<file path="src/rtl/q_add8_pkg.sv">
// rtl/q_add8_pkg.sv - shared types and constants for the quantized add sequencer
package q_add8_pkg;

    typedef enum logic [2:0] {
        IDLE  = 3'd0,
        ISSUE = 3'd1,
        DRAIN = 3'd2,
        FLUSH = 3'd3,
        FIN   = 3'd4
    } state_e;

    localparam int DP_LAT_DEF   = 8;
    localparam int WD_SLACK_DEF = 4;

    // Longest legal DRAIN: full datapath latency, the read-to-input register, plus slack.
    function automatic int wd_limit(input int dp_lat, input int slack);
        return dp_lat + 1 + slack;
    endfunction

endpackage

</file>
<file path="src/rtl/q_add8_seq_if.sv">
// rtl/q_add8_seq_if.sv - buffer and datapath signals between sequencer and add datapath
interface q_add8_seq_if #(
    parameter int ADDR_W = 12
);
    logic              A_RD_EN;
    logic [ADDR_W-1:0] A_RD_ADDR;
    logic [7:0]        A_RD_DATA;
    logic              B_RD_EN;
    logic [ADDR_W-1:0] B_RD_ADDR;
    logic [7:0]        B_RD_DATA;
    logic              DP_INPUT_EN;
    logic [7:0]        DP_A;
    logic [7:0]        DP_B;
    logic [31:0]       DP_GAIN;
    logic [31:0]       DP_Q_PARAM;
    logic              DP_OUTPUT_EN;
    logic [7:0]        DP_C;
    logic              C_WR_EN;
    logic [ADDR_W-1:0] C_WR_ADDR;
    logic [7:0]        C_WR_DATA;

    modport master (
        output A_RD_EN, A_RD_ADDR, B_RD_EN, B_RD_ADDR,
        output DP_INPUT_EN, DP_A, DP_B, DP_GAIN, DP_Q_PARAM,
        output C_WR_EN, C_WR_ADDR, C_WR_DATA,
        input  A_RD_DATA, B_RD_DATA, DP_OUTPUT_EN, DP_C
    );

    modport slave (
        input  A_RD_EN, A_RD_ADDR, B_RD_EN, B_RD_ADDR,
        input  DP_INPUT_EN, DP_A, DP_B, DP_GAIN, DP_Q_PARAM,
        input  C_WR_EN, C_WR_ADDR, C_WR_DATA,
        output A_RD_DATA, B_RD_DATA, DP_OUTPUT_EN, DP_C
    );

endinterface

</file>
<file path="src/rtl/q_add8_addr_gen.sv">
// rtl/q_add8_addr_gen.sv - base plus element counter address generator with last-element compare
module q_add8_addr_gen #(
    parameter int ADDR_W = 12,
    parameter int LEN_W  = 16
) (
    input  logic              CLK,
    input  logic              RESET_X,
    input  logic              i_clr,
    input  logic              i_inc,
    input  logic [ADDR_W-1:0] i_base,
    input  logic [LEN_W-1:0]  i_len,
    output logic [ADDR_W-1:0] o_addr,
    output logic              o_last
);

    logic [LEN_W-1:0] r_cnt;

    always_ff @(posedge CLK or negedge RESET_X) begin
        if (!RESET_X) begin
            r_cnt <= '0;
        end else if (i_clr) begin
            r_cnt <= '0;
        end else if (i_inc) begin
            r_cnt <= r_cnt + 1'b1;
        end
    end

    // Truncating the counter gives the modulo-buffer wrap for free.
    assign o_addr = i_base + r_cnt[ADDR_W-1:0];
    assign o_last = (r_cnt == i_len - 1'b1);

endmodule

</file>
<file path="src/rtl/q_add8_seq.sv">
// rtl/q_add8_seq.sv - streams one vector-add job through the quantized add datapath
module q_add8_seq
    import q_add8_pkg::*;
#(
    parameter int ADDR_W   = 12,
    parameter int LEN_W    = 16,
    parameter int DP_LAT   = DP_LAT_DEF,
    parameter int WD_SLACK = WD_SLACK_DEF
) (
    input  logic              CLK,
    input  logic              RESET_X,
    input  logic              START,
    input  logic              ABORT,
    input  logic [LEN_W-1:0]  LEN,
    input  logic [ADDR_W-1:0] A_BASE,
    input  logic [ADDR_W-1:0] B_BASE,
    input  logic [ADDR_W-1:0] C_BASE,
    input  logic [31:0]       GAIN_CFG,
    input  logic [31:0]       QP_CFG,
    output logic              BUSY,
    output logic              DONE,
    output logic              ERR,
    q_add8_seq_if.master      bus
);

    localparam int TMR_W = 8;
    localparam logic [TMR_W-1:0] WD_LIM    = TMR_W'(wd_limit(DP_LAT, WD_SLACK));
    localparam logic [TMR_W-1:0] FLUSH_END = TMR_W'(DP_LAT);

    state_e            r_state;
    state_e            w_state_nx;
    logic [LEN_W-1:0]  r_len;
    logic [ADDR_W-1:0] r_a_base;
    logic [ADDR_W-1:0] r_b_base;
    logic [ADDR_W-1:0] r_c_base;
    logic [31:0]       r_gain;
    logic [31:0]       r_qp;
    logic              r_err;
    logic              r_in_en;
    logic [TMR_W-1:0]  r_tmr;

    logic              w_accept;
    logic              w_rd_en;
    logic              w_wr_en;
    logic              w_rd_last;
    logic              w_wr_last;
    logic              w_wr_final;
    logic              w_wd_fire;
    logic [ADDR_W-1:0] w_a_addr;
    logic [ADDR_W-1:0] w_c_addr;

    assign w_accept   = (r_state == IDLE) && START;
    assign w_rd_en    = (r_state == ISSUE) && !ABORT;
    assign w_wr_en    = bus.DP_OUTPUT_EN && ((r_state == ISSUE) || (r_state == DRAIN));
    assign w_wr_final = w_wr_en && w_wr_last;
    assign w_wd_fire  = (r_state == DRAIN) && !ABORT && !w_wr_final && (r_tmr >= WD_LIM);

    q_add8_addr_gen #(.ADDR_W(ADDR_W), .LEN_W(LEN_W)) u_rd_gen (
        .CLK     (CLK),
        .RESET_X (RESET_X),
        .i_clr   (w_accept),
        .i_inc   (w_rd_en),
        .i_base  (r_a_base),
        .i_len   (r_len),
        .o_addr  (w_a_addr),
        .o_last  (w_rd_last)
    );

    q_add8_addr_gen #(.ADDR_W(ADDR_W), .LEN_W(LEN_W)) u_wr_gen (
        .CLK     (CLK),
        .RESET_X (RESET_X),
        .i_clr   (w_accept),
        .i_inc   (w_wr_en),
        .i_base  (r_c_base),
        .i_len   (r_len),
        .o_addr  (w_c_addr),
        .o_last  (w_wr_last)
    );

    always_comb begin
        w_state_nx = r_state;
        case (r_state)
            IDLE: begin
                if (START) begin
                    w_state_nx = (LEN == '0) ? FIN : ISSUE;
                end
            end
            ISSUE: begin
                if (ABORT) begin
                    w_state_nx = FLUSH;
                end else if (w_rd_last) begin
                    w_state_nx = DRAIN;
                end
            end
            DRAIN: begin
                if (ABORT) begin
                    w_state_nx = FLUSH;
                end else if (w_wr_final || w_wd_fire) begin
                    w_state_nx = FIN;
                end
            end
            FLUSH: begin
                if (r_tmr == FLUSH_END) begin
                    w_state_nx = IDLE;
                end
            end
            FIN:     w_state_nx = IDLE;
            default: w_state_nx = IDLE;
        endcase
    end

    always_ff @(posedge CLK or negedge RESET_X) begin
        if (!RESET_X) begin
            r_state  <= IDLE;
            r_len    <= '0;
            r_a_base <= '0;
            r_b_base <= '0;
            r_c_base <= '0;
            r_gain   <= '0;
            r_qp     <= '0;
            r_err    <= 1'b0;
            r_in_en  <= 1'b0;
            r_tmr    <= '0;
        end else begin
            r_state <= w_state_nx;
            r_in_en <= w_rd_en;
            // One timer serves both DRAIN watchdog and FLUSH length; it restarts on every state change.
            r_tmr   <= (w_state_nx != r_state) ? '0 : r_tmr + 1'b1;
            if (w_accept) begin
                r_len    <= LEN;
                r_a_base <= A_BASE;
                r_b_base <= B_BASE;
                r_c_base <= C_BASE;
                r_gain   <= GAIN_CFG;
                r_qp     <= QP_CFG;
                r_err    <= 1'b0;
            end else if (w_wd_fire) begin
                r_err <= 1'b1;
            end
        end
    end

    // A and B counters move in lockstep, so B reuses the A offset.
    assign bus.A_RD_EN    = w_rd_en;
    assign bus.B_RD_EN    = w_rd_en;
    assign bus.A_RD_ADDR  = w_a_addr;
    assign bus.B_RD_ADDR  = r_b_base + (w_a_addr - r_a_base);
    assign bus.DP_INPUT_EN = r_in_en;
    assign bus.DP_A       = bus.A_RD_DATA;
    assign bus.DP_B       = bus.B_RD_DATA;
    assign bus.DP_GAIN    = r_gain;
    assign bus.DP_Q_PARAM = r_qp;
    assign bus.C_WR_EN    = w_wr_en;
    assign bus.C_WR_ADDR  = w_c_addr;
    assign bus.C_WR_DATA  = bus.DP_C;

    assign BUSY = (r_state != IDLE);
    assign DONE = (r_state == FIN);
    assign ERR  = r_err;

endmodule

</file>
<file path="src/flat_wrapper.sv">
// flat-port wrapper written by rule: the top's interface ports become plain ports
module q_add8_seq_flat import q_add8_pkg::*;
#(
    parameter int ADDR_W   = 12,
    parameter int LEN_W    = 16,
    parameter int DP_LAT   = DP_LAT_DEF,
    parameter int WD_SLACK = WD_SLACK_DEF
)
  (CLK, RESET_X, START, ABORT, LEN, A_BASE, B_BASE, C_BASE, GAIN_CFG, QP_CFG, BUSY, DONE, ERR, bus_A_RD_EN, bus_A_RD_ADDR, bus_B_RD_EN, bus_B_RD_ADDR, bus_DP_INPUT_EN, bus_DP_A, bus_DP_B, bus_DP_GAIN, bus_DP_Q_PARAM, bus_C_WR_EN, bus_C_WR_ADDR, bus_C_WR_DATA, bus_A_RD_DATA, bus_B_RD_DATA, bus_DP_OUTPUT_EN, bus_DP_C);
  q_add8_seq_if #(.ADDR_W(ADDR_W)) bus_i ();
  input  logic CLK;
  input  logic RESET_X;
  input  logic START;
  input  logic ABORT;
  input  logic [LEN_W-1:0] LEN;
  input  logic [ADDR_W-1:0] A_BASE;
  input  logic [ADDR_W-1:0] B_BASE;
  input  logic [ADDR_W-1:0] C_BASE;
  input  logic [31:0] GAIN_CFG;
  input  logic [31:0] QP_CFG;
  output logic BUSY;
  output logic DONE;
  output logic ERR;
  output wire logic [$bits(bus_i.A_RD_EN)-1:0] bus_A_RD_EN;
  output wire logic [$bits(bus_i.A_RD_ADDR)-1:0] bus_A_RD_ADDR;
  output wire logic [$bits(bus_i.B_RD_EN)-1:0] bus_B_RD_EN;
  output wire logic [$bits(bus_i.B_RD_ADDR)-1:0] bus_B_RD_ADDR;
  output wire logic [$bits(bus_i.DP_INPUT_EN)-1:0] bus_DP_INPUT_EN;
  output wire logic [$bits(bus_i.DP_A)-1:0] bus_DP_A;
  output wire logic [$bits(bus_i.DP_B)-1:0] bus_DP_B;
  output wire logic [$bits(bus_i.DP_GAIN)-1:0] bus_DP_GAIN;
  output wire logic [$bits(bus_i.DP_Q_PARAM)-1:0] bus_DP_Q_PARAM;
  output wire logic [$bits(bus_i.C_WR_EN)-1:0] bus_C_WR_EN;
  output wire logic [$bits(bus_i.C_WR_ADDR)-1:0] bus_C_WR_ADDR;
  output wire logic [$bits(bus_i.C_WR_DATA)-1:0] bus_C_WR_DATA;
  input wire logic [$bits(bus_i.A_RD_DATA)-1:0] bus_A_RD_DATA;
  input wire logic [$bits(bus_i.B_RD_DATA)-1:0] bus_B_RD_DATA;
  input wire logic [$bits(bus_i.DP_OUTPUT_EN)-1:0] bus_DP_OUTPUT_EN;
  input wire logic [$bits(bus_i.DP_C)-1:0] bus_DP_C;
  assign bus_A_RD_EN = bus_i.A_RD_EN;
  assign bus_A_RD_ADDR = bus_i.A_RD_ADDR;
  assign bus_B_RD_EN = bus_i.B_RD_EN;
  assign bus_B_RD_ADDR = bus_i.B_RD_ADDR;
  assign bus_DP_INPUT_EN = bus_i.DP_INPUT_EN;
  assign bus_DP_A = bus_i.DP_A;
  assign bus_DP_B = bus_i.DP_B;
  assign bus_DP_GAIN = bus_i.DP_GAIN;
  assign bus_DP_Q_PARAM = bus_i.DP_Q_PARAM;
  assign bus_C_WR_EN = bus_i.C_WR_EN;
  assign bus_C_WR_ADDR = bus_i.C_WR_ADDR;
  assign bus_C_WR_DATA = bus_i.C_WR_DATA;
  assign bus_i.A_RD_DATA = bus_A_RD_DATA;
  assign bus_i.B_RD_DATA = bus_B_RD_DATA;
  assign bus_i.DP_OUTPUT_EN = bus_DP_OUTPUT_EN;
  assign bus_i.DP_C = bus_DP_C;
  q_add8_seq #(.ADDR_W(ADDR_W), .LEN_W(LEN_W), .DP_LAT(DP_LAT), .WD_SLACK(WD_SLACK)) u_core (.CLK(CLK), .RESET_X(RESET_X), .START(START), .ABORT(ABORT), .LEN(LEN), .A_BASE(A_BASE), .B_BASE(B_BASE), .C_BASE(C_BASE), .GAIN_CFG(GAIN_CFG), .QP_CFG(QP_CFG), .BUSY(BUSY), .DONE(DONE), .ERR(ERR), .bus(bus_i));
endmodule
</file>
<file path="config.mk">
export PLATFORM = sky130hd
export DESIGN_NAME = q_add8_seq_flat
export DESIGN_NICKNAME = d
export VERILOG_FILES = /design/src/rtl/q_add8_pkg.sv /design/src/rtl/q_add8_seq_if.sv /design/src/rtl/q_add8_addr_gen.sv /design/src/rtl/q_add8_seq.sv /design/src/flat_wrapper.sv
export SDC_FILE = /design/constraint.sdc
export NUM_CORES = 1
export LEC_CHECK = 0
export ABC_AREA = 0
export CAP_MARGIN = 0
export CORE_ASPECT_RATIO = 0.9
export CORE_MARGIN = 2
export CORE_UTILIZATION = 40
export DETAILED_ROUTE_END_ITERATION = 8
export DONT_BUFFER_PORTS = 1
export GPL_TIMING_DRIVEN = 0
export PLACE_DENSITY = 0.67
export SYNTH_ARGS = -nofsm -noshare
export SYNTH_HDL_FRONTEND = slang
export SYNTH_SLANG_ARGS = --single-unit
</file>
<file path="constraint.sdc">
create_clock -name CLK -period 4.9 [get_ports CLK]
set_input_delay 0.735 -clock CLK [delete_from_list [all_inputs] [get_ports CLK]]
set_output_delay 0.735 -clock CLK [all_outputs]
set_load 0.005 [all_outputs]
</file>
Word-level counts from Yosys, hierarchy flattened
Cells that the tools add are included.
{"block": "word_totals", "register_bits": 161, "input_bits": 145, "out_inout_bits": 131, "wordCells": 61}
{"block": "op_classes", "add_sub_neg": 8, "n_lt_le_gt_ge": 1, "eq_ne": 8, "n_mux": 15, "n_reduce_logical": 17}
{"op": "$mux 16", "n": 4}
{"op": "$add 12x12->12", "n": 3}
{"op": "$add 16x1->16 const B", "n": 2}
{"op": "$eq 16x16->1", "n": 2}
{"op": "$mux 3", "n": 7}
{"op": "$logic_not 16->1", "n": 1}
{"op": "$sub 16x1->16 const B", "n": 1}
{"op": "$pmux 3 s4", "n": 1}
{"op": "$sub 12x12->12", "n": 1}
{"op": "$add 8x1->8 const B", "n": 1}
{"op": "$eq 8x4->1 const B", "n": 1}
{"op": "$ge 8x4->1 const B", "n": 1}
{"op": "$mux 8", "n": 1}
{"op": "$logic_and 1x1->1", "n": 7}
{"op": "$eq 3x2->1 const B", "n": 2}
{"op": "$reduce_bool 2->1", "n": 3}
{"op": "$eq 3x1->1 const B", "n": 1}
{"op": "$eq 3x3->1 const B", "n": 1}
{"op": "$logic_not 3->1", "n": 1}
{"op": "$ne 3x3->1", "n": 1}
{"op": "$reduce_bool 3->1", "n": 1}
{"op": "$logic_not 1->1", "n": 2}
{"op": "$logic_or 1x1->1", "n": 2}
{"op": "$mux 1", "n": 2}

Logic depth before layout (Yosys ltp)
{"block": "depth", "word_depth": 13, "mapped_depth": 16}

By module
From an unflattened synthesis, not the netlist that was laid out.
{"block": "hier_totals", "cells_unflattened": 933, "hier_area_um2": 9810.7}
{"mod": "q_add8_seq", "instances": 1, "cells_each": 485, "area_per_inst_um2": 6162.2, "seq_area_each_um2": 3228.1}
{"mod": "q_add8_addr_gen (u_core.u_rd_gen)", "instances": 1, "cells_each": 227, "area_per_inst_um2": 1824.2, "seq_area_each_um2": 400.4}
{"mod": "q_add8_addr_gen (u_core.u_wr_gen)", "instances": 1, "cells_each": 221, "area_per_inst_um2": 1824.2, "seq_area_each_um2": 400.4}

Worst setup path after synthesis
OpenSTA, ideal clock, no wires.
{"block": "synth_timing", "path_kind": "reg-to-output", "startpoint": "register u_core.u_rd_gen.r_cnt[0]", "endpoint": "output bus_B_RD_ADDR[11]", "arrival_ns": 4.047, "required_time_ns": 4.165, "slack_ns": 0.118, "path_stages_with_launch": 17, "path_buffers": 0, "path_cell_list": "dfrtp_1 > ha_1 > fa_1 > a21o_1 > a21oi_1 > o21bai_1 > a21oi_1 > o21ai_0 > xnor2_1 > fa_1 > inv_1 > ha_1 > nand3_1 > o311ai_0 > a21o_1 > a21oi_1 > xnor3_1"}
{"block": "synth_between", "elab_chain_cells": 3}
{"element": "start, declared", "line_no": "q_add8_addr_gen.sv:16", "text": "logic [LEN_W-1:0] r_cnt;"}
{"element": "start signal, assigned", "line_no": "q_add8_addr_gen.sv:24", "text": "r_cnt <= r_cnt + 1'b1;"}
{"element": "$add 12x12->12", "line_no": "q_add8_addr_gen.sv:29", "text": "assign o_addr = i_base + r_cnt[ADDR_W-1:0];"}
{"element": "$sub 12x12->12", "line_no": "q_add8_seq.sv:147", "text": "assign bus.B_RD_ADDR = r_b_base + (w_a_addr - r_a_base);"}
{"element": "$add 12x12->12", "line_no": "q_add8_seq.sv:147"}
{"element": "end, declared", "line_no": "flat_wrapper.sv:27", "text": "output wire logic [$bits(bus_i.B_RD_ADDR)-1:0] bus_B_RD_ADDR;"}
No other way between the ends.

Final worst setup path
{"block": "layout_timing", "startpoint": "register u_core.r_a_base[0]", "endpoint": "output bus_B_RD_ADDR[11]"}
{"block": "layout_between", "elab_chain_cells": 3}
{"element": "start, declared", "line_no": "q_add8_seq.sv:33", "text": "logic [ADDR_W-1:0] r_a_base;"}
{"element": "start signal, assigned", "line_no": "q_add8_seq.sv:116", "text": "r_a_base <= '0;"}
{"element": "start signal, assigned", "line_no": "q_add8_seq.sv:131", "text": "r_a_base <= A_BASE;"}
{"element": "$add 12x12->12", "line_no": "q_add8_addr_gen.sv:29"}
{"element": "$sub 12x12->12 *", "line_no": "q_add8_seq.sv:147"}
{"element": "$add 12x12->12 *", "line_no": "q_add8_seq.sv:147"}
Mark *: on every way between the ends. The rest lies on a longest branch, timed or not.

==> results by group <==
Placement
  • Port bufs: 0
  • Post-DP HPWL: ~19000 um
  • Gpl congestion: between 0.8 and 0.9
  • Setup WS pre-CTS: -0.459 ns
  • Placed Instances: about 1400

Cells and area
  • Antenna cells: 0
  • Area Overhead vs Synth: 14.4%
  • Final Non-Filler Cells: roughly 1500
  • Ratio of cells with drive above 1 in the final layout: 10.3%
  • Layout Nets: 1349

Detailed routing
  • Total number of vias: a little under 8000
  • Antenna viol nets, final: 0
  • Drt pass-1 iters: 5
  • DRC viols: 0
  • Detailed router's first-iteration violation count: roughly 560
  • DRT Wirelength: between 20000 and 30000 um
  • DR WL/cell: around 18 um
  • Routed vias/inst: roughly 5.3

Synthesis
  • Avg Inst Size Synth: 8.54 sq um
  • Asr flop ratio synth: 100%
  • Top cells by count, synth: nand2_1 (357), dfrtp_1 (161), inv_1 (57), nor2_1 (54), xnor2_1 (51)
  • Flops & latches, synth: 161
  • Synth top area cells: dfrtp_1 (42%), nand2_1 (14%), ha_1 (5.2%)
  • EDFF count, synth: 0
  • Top cell type by total area after synthesis: dfrtp_1
  • Mapped cell area: ~9500 sq um
  • Share of the synthesized area in the top cell type: 42.2%
  • Register area share after synthesis: 42.2%
  • Netlist cell types: between 60 and 70
  • Synthesized Nets: 1316
  • Most common cell in the netlist: nand2_1
  • Synth warn: 0
  • Top FF cell, synth: dfrtp_1
  • Cell count after synthesis: ~1100

Die
  • Die Area: ~25000 sq um
  • Die H: 151 um
  • Core box area: 23400 sq um
  • # IOs: between 200 and 300
  • Num rows: between 50 and 60
  • Die width: about 170 um
  • Initial Util: 40.8%

Power
  • Sw Ratio: 44.5%
  • P_leak: between 5 and 6 nW
  • Worst IR Drop VDD: 0.620 mV
  • PD cells: about 800 nW/um^2
  • Clock share of power: 16.4%
  • Combinational power share: a little under three fifths
  • Sequential share of power: ~27%
  • Internal: roughly 4.9 mW
  • Psw: 3.91 mW

Critical path
  • Crit path cell chain: ha_4, fa_2, a21o_1, a21oi_2, o21bai_1, a21oi_2, buf_4, xor2_4, fa_1, inv_1, ha_2, and2_4, o21ai_4, o311ai_4, a21o_1, a21oi_2, xnor3_1
  • Largest stage delay, worst path: approximately 0.50 ns
  • Worst Path Max Fanout: 3
  • Cells on worst reg2reg path: 10
  • CP Data Required Time: approximately 4.2 ns
  • Startpoint class of the critical path: register
  • Critical Path Most Common Cell: a21oi_2
  • Crit end category: output port
  • Arrival @ worst endpoint: slightly above 4 ns
  • Crit path max-delay cell type: fa_1
  • Setup CP Type: reg2out

Global route
  • Largest net degree at the start of global routing: roughly 160
  • Total Routing Usage GR: around a fifth
  • GRT overflow: 0
  • Vias in the first global route: roughly 7500
  • Initial antenna violation count: 0
  • First-pass GRT wire length: 41300 um

Job
  • Number of max-cap violations: 0

Timing
  • Final setup violation count: 0
  • Clock Skew: 0.0150 ns
  • Max-slew headroom: a little over 30%
  • Max-slew violation count: 0
  • Worst Tran Pin Value: approximately 1.0 ns
  • RSZ-0062 raised after global routing: yes
  • Hold Fails Final Rpt: 0
  • Setup ws final: between 0.05 and 0.06 ns
  • Fin crit period: between 4 and 5 ns
  • Fin crit share: just under 100%
  • Highest Clock Rate: just over 0.2 GHz

Worst hold path
  • Worst hold path class: in2async

Clock network
  • Skew-Pair Late Insertion Delay: ~0.44 ns
  • CTS clock-pin slew for the worst setup and hold paths: ~0.080 ns
  • Clock buffer depth: 2
  • # H-tree levels: 4
  • TritonCTS Sinks: around 160
  • Clk root buf: clkbuf_16
  • CTS tree: done
  • TritonCTS Buffers: 17

Outcome
  • Status: complete, no violations
[what timing repair did]
item                                    4_1_cts  5_1_grt
pin swaps                                    17       23
setup buffers                                 8        5
endpoints found under the setup margin        4        4
hold endpoints to repair                    161        0
resized for setup                            32       19
hold buffers                                  1        0
[per-layer routing]
layer  GRT usage [%]  vias to the layer above  wire, um
met5               0                        -         0
met4            5.86                        0       387
met3            6.62                       27      2220
met2            34.6                      262     12500
met1            27.2                     3723     11800
li1                -                     3740         -
[critical path: cells and delay by family (launching register included)]
kind | cells | cell delay [ns]
flip-flops | 1 | 0.44
AO/OA/AOI/OAI | 8 | 1.35
XOR/XNOR | 2 | 0.32
AND/OR/NAND/NOR | 1 | 0.16
adder cells (fa/ha/maj) | 4 | 1.19
buffers and inverters | 2 | 0.22
[area by class of cell]
| class | instances | area (sq um) |
|---|---|---|
| fill | 2233 | 12500 |
| multi-input combinational | 823 | 5170 |
| sequential | 161 | 4030 |
| clock buffer | 17 | 425 |
| buffer | 77 | 392 |
| tap | 302 | 378 |
| inverter | 57 | 214 |
| clock inverter | 14 | 189 |
| timing repair buffer | 14 | 125 |
[power groups by stage]
stage	Sequential, mW	Clock, mW	Combinational (mW)
6_report	2.38	1.44	4.95
4_1_cts	2.38	1.46	4.46
3_5_place_dp	2.39	0	4.01
2_1_floorplan	2.23	0	3.26
3_3_place_gp	2.39	0	3.91
5_1_grt	2.45	1.52	5.53
[worst paths after layout]
kind	startpoint	endpoint	slack (ns)
max	u_core.r_a_base[0]$_DFFE_PN0P_	bus_B_RD_ADDR[11]	0.05
min	RESET_X	u_core.bus.DP_Q_PARAM[3]$_DFFE_PN0P_	0.31
max reg2reg	u_core.r_len[0]$_DFFE_PN0P_	u_core.r_state[1]$_DFF_PN0_	1.33
min reg2reg	u_core.r_c_base[7]$_DFFE_PN0P_	u_core.r_c_base[7]$_DFFE_PN0P_	0.49
max in group asynchronous	RESET_X	u_core.r_b_base[0]$_DFFE_PN0P_	3.94
min in group CLK	QP_CFG[3]	u_core.bus.DP_Q_PARAM[3]$_DFFE_PN0P_	0.39
[logic make-up (layout without fill, tap and decap cells)]
| logic type | count (synthesis) | count (layout) | synth area share, % |
|---|---|---|---|
| AND/OR/NAND/NOR | 544 | 544 | 25.2 |
| flip-flops | 161 | 161 | 42.2 |
| buffers and inverters | 134 | 179 | 6.34 |
| AO/OA/AOI/OAI | 127 | 127 | 8.83 |
| XOR/XNOR | 95 | 95 | 9.00 |
| adder cells (fa/ha/maj) | 53 | 53 | 7.97 |
| multiplexers | 4 | 4 | 0.419 |
[flip-flops by register name (all words and copies together) (netlist names)]
signal                  cells
u_core.ERR                  1
u_core.bus.DP_GAIN         32
u_core.bus.DP_INPUT_EN      1
u_core.bus.DP_Q_PARAM      32
u_core.r_a_base            12
u_core.r_b_base            12
u_core.r_c_base            12
u_core.r_len               16
u_core.r_state              3
u_core.r_tmr                8
u_core.u_rd_gen.r_cnt      16
u_core.u_wr_gen.r_cnt      16
[per-stage QoR]
stage                     hold slack (ns)  instance area, sq um  setup TNS [ns]  utilization, %  total power [mW]
after global routing                0.324                 10900          -0.225            46.7              9.49
after detailed placement            0.443                  9920          -0.516            42.4              6.40
after CTS                           0.361                 10800               0            46.0              8.31
final                               0.309                 10900               0            46.7              8.77
after global placement              0.444                  9920          -0.408            42.4              6.30
after floorplan                     0.439                  9550               0               -              5.50
[placed cells by master, fill, tap and decap left out, drive strengths merged, types with 5 or more instances in the layout]
| master | n |
|---|---|
| ha | 40 |
| nand2b | 8 |
| a21oi | 30 |
| clkbuf | 54 |
| fa | 13 |
| a21o | 5 |
| buf | 54 |
| nand2 | 357 |
| nor4 | 15 |
| or3 | 10 |
| inv | 66 |
| xnor2 | 51 |
| nor2 | 54 |
| nand4 | 17 |
| o21ai | 37 |
| o311ai | 5 |
| xor2 | 42 |
| a2111oi | 10 |
| and2 | 6 |
| nor2b | 10 |
| nor3b | 6 |
| nand3 | 21 |
| and3 | 10 |
| nor3 | 15 |
| dfrtp | 161 |
Power figures use the tool's default switching activity.
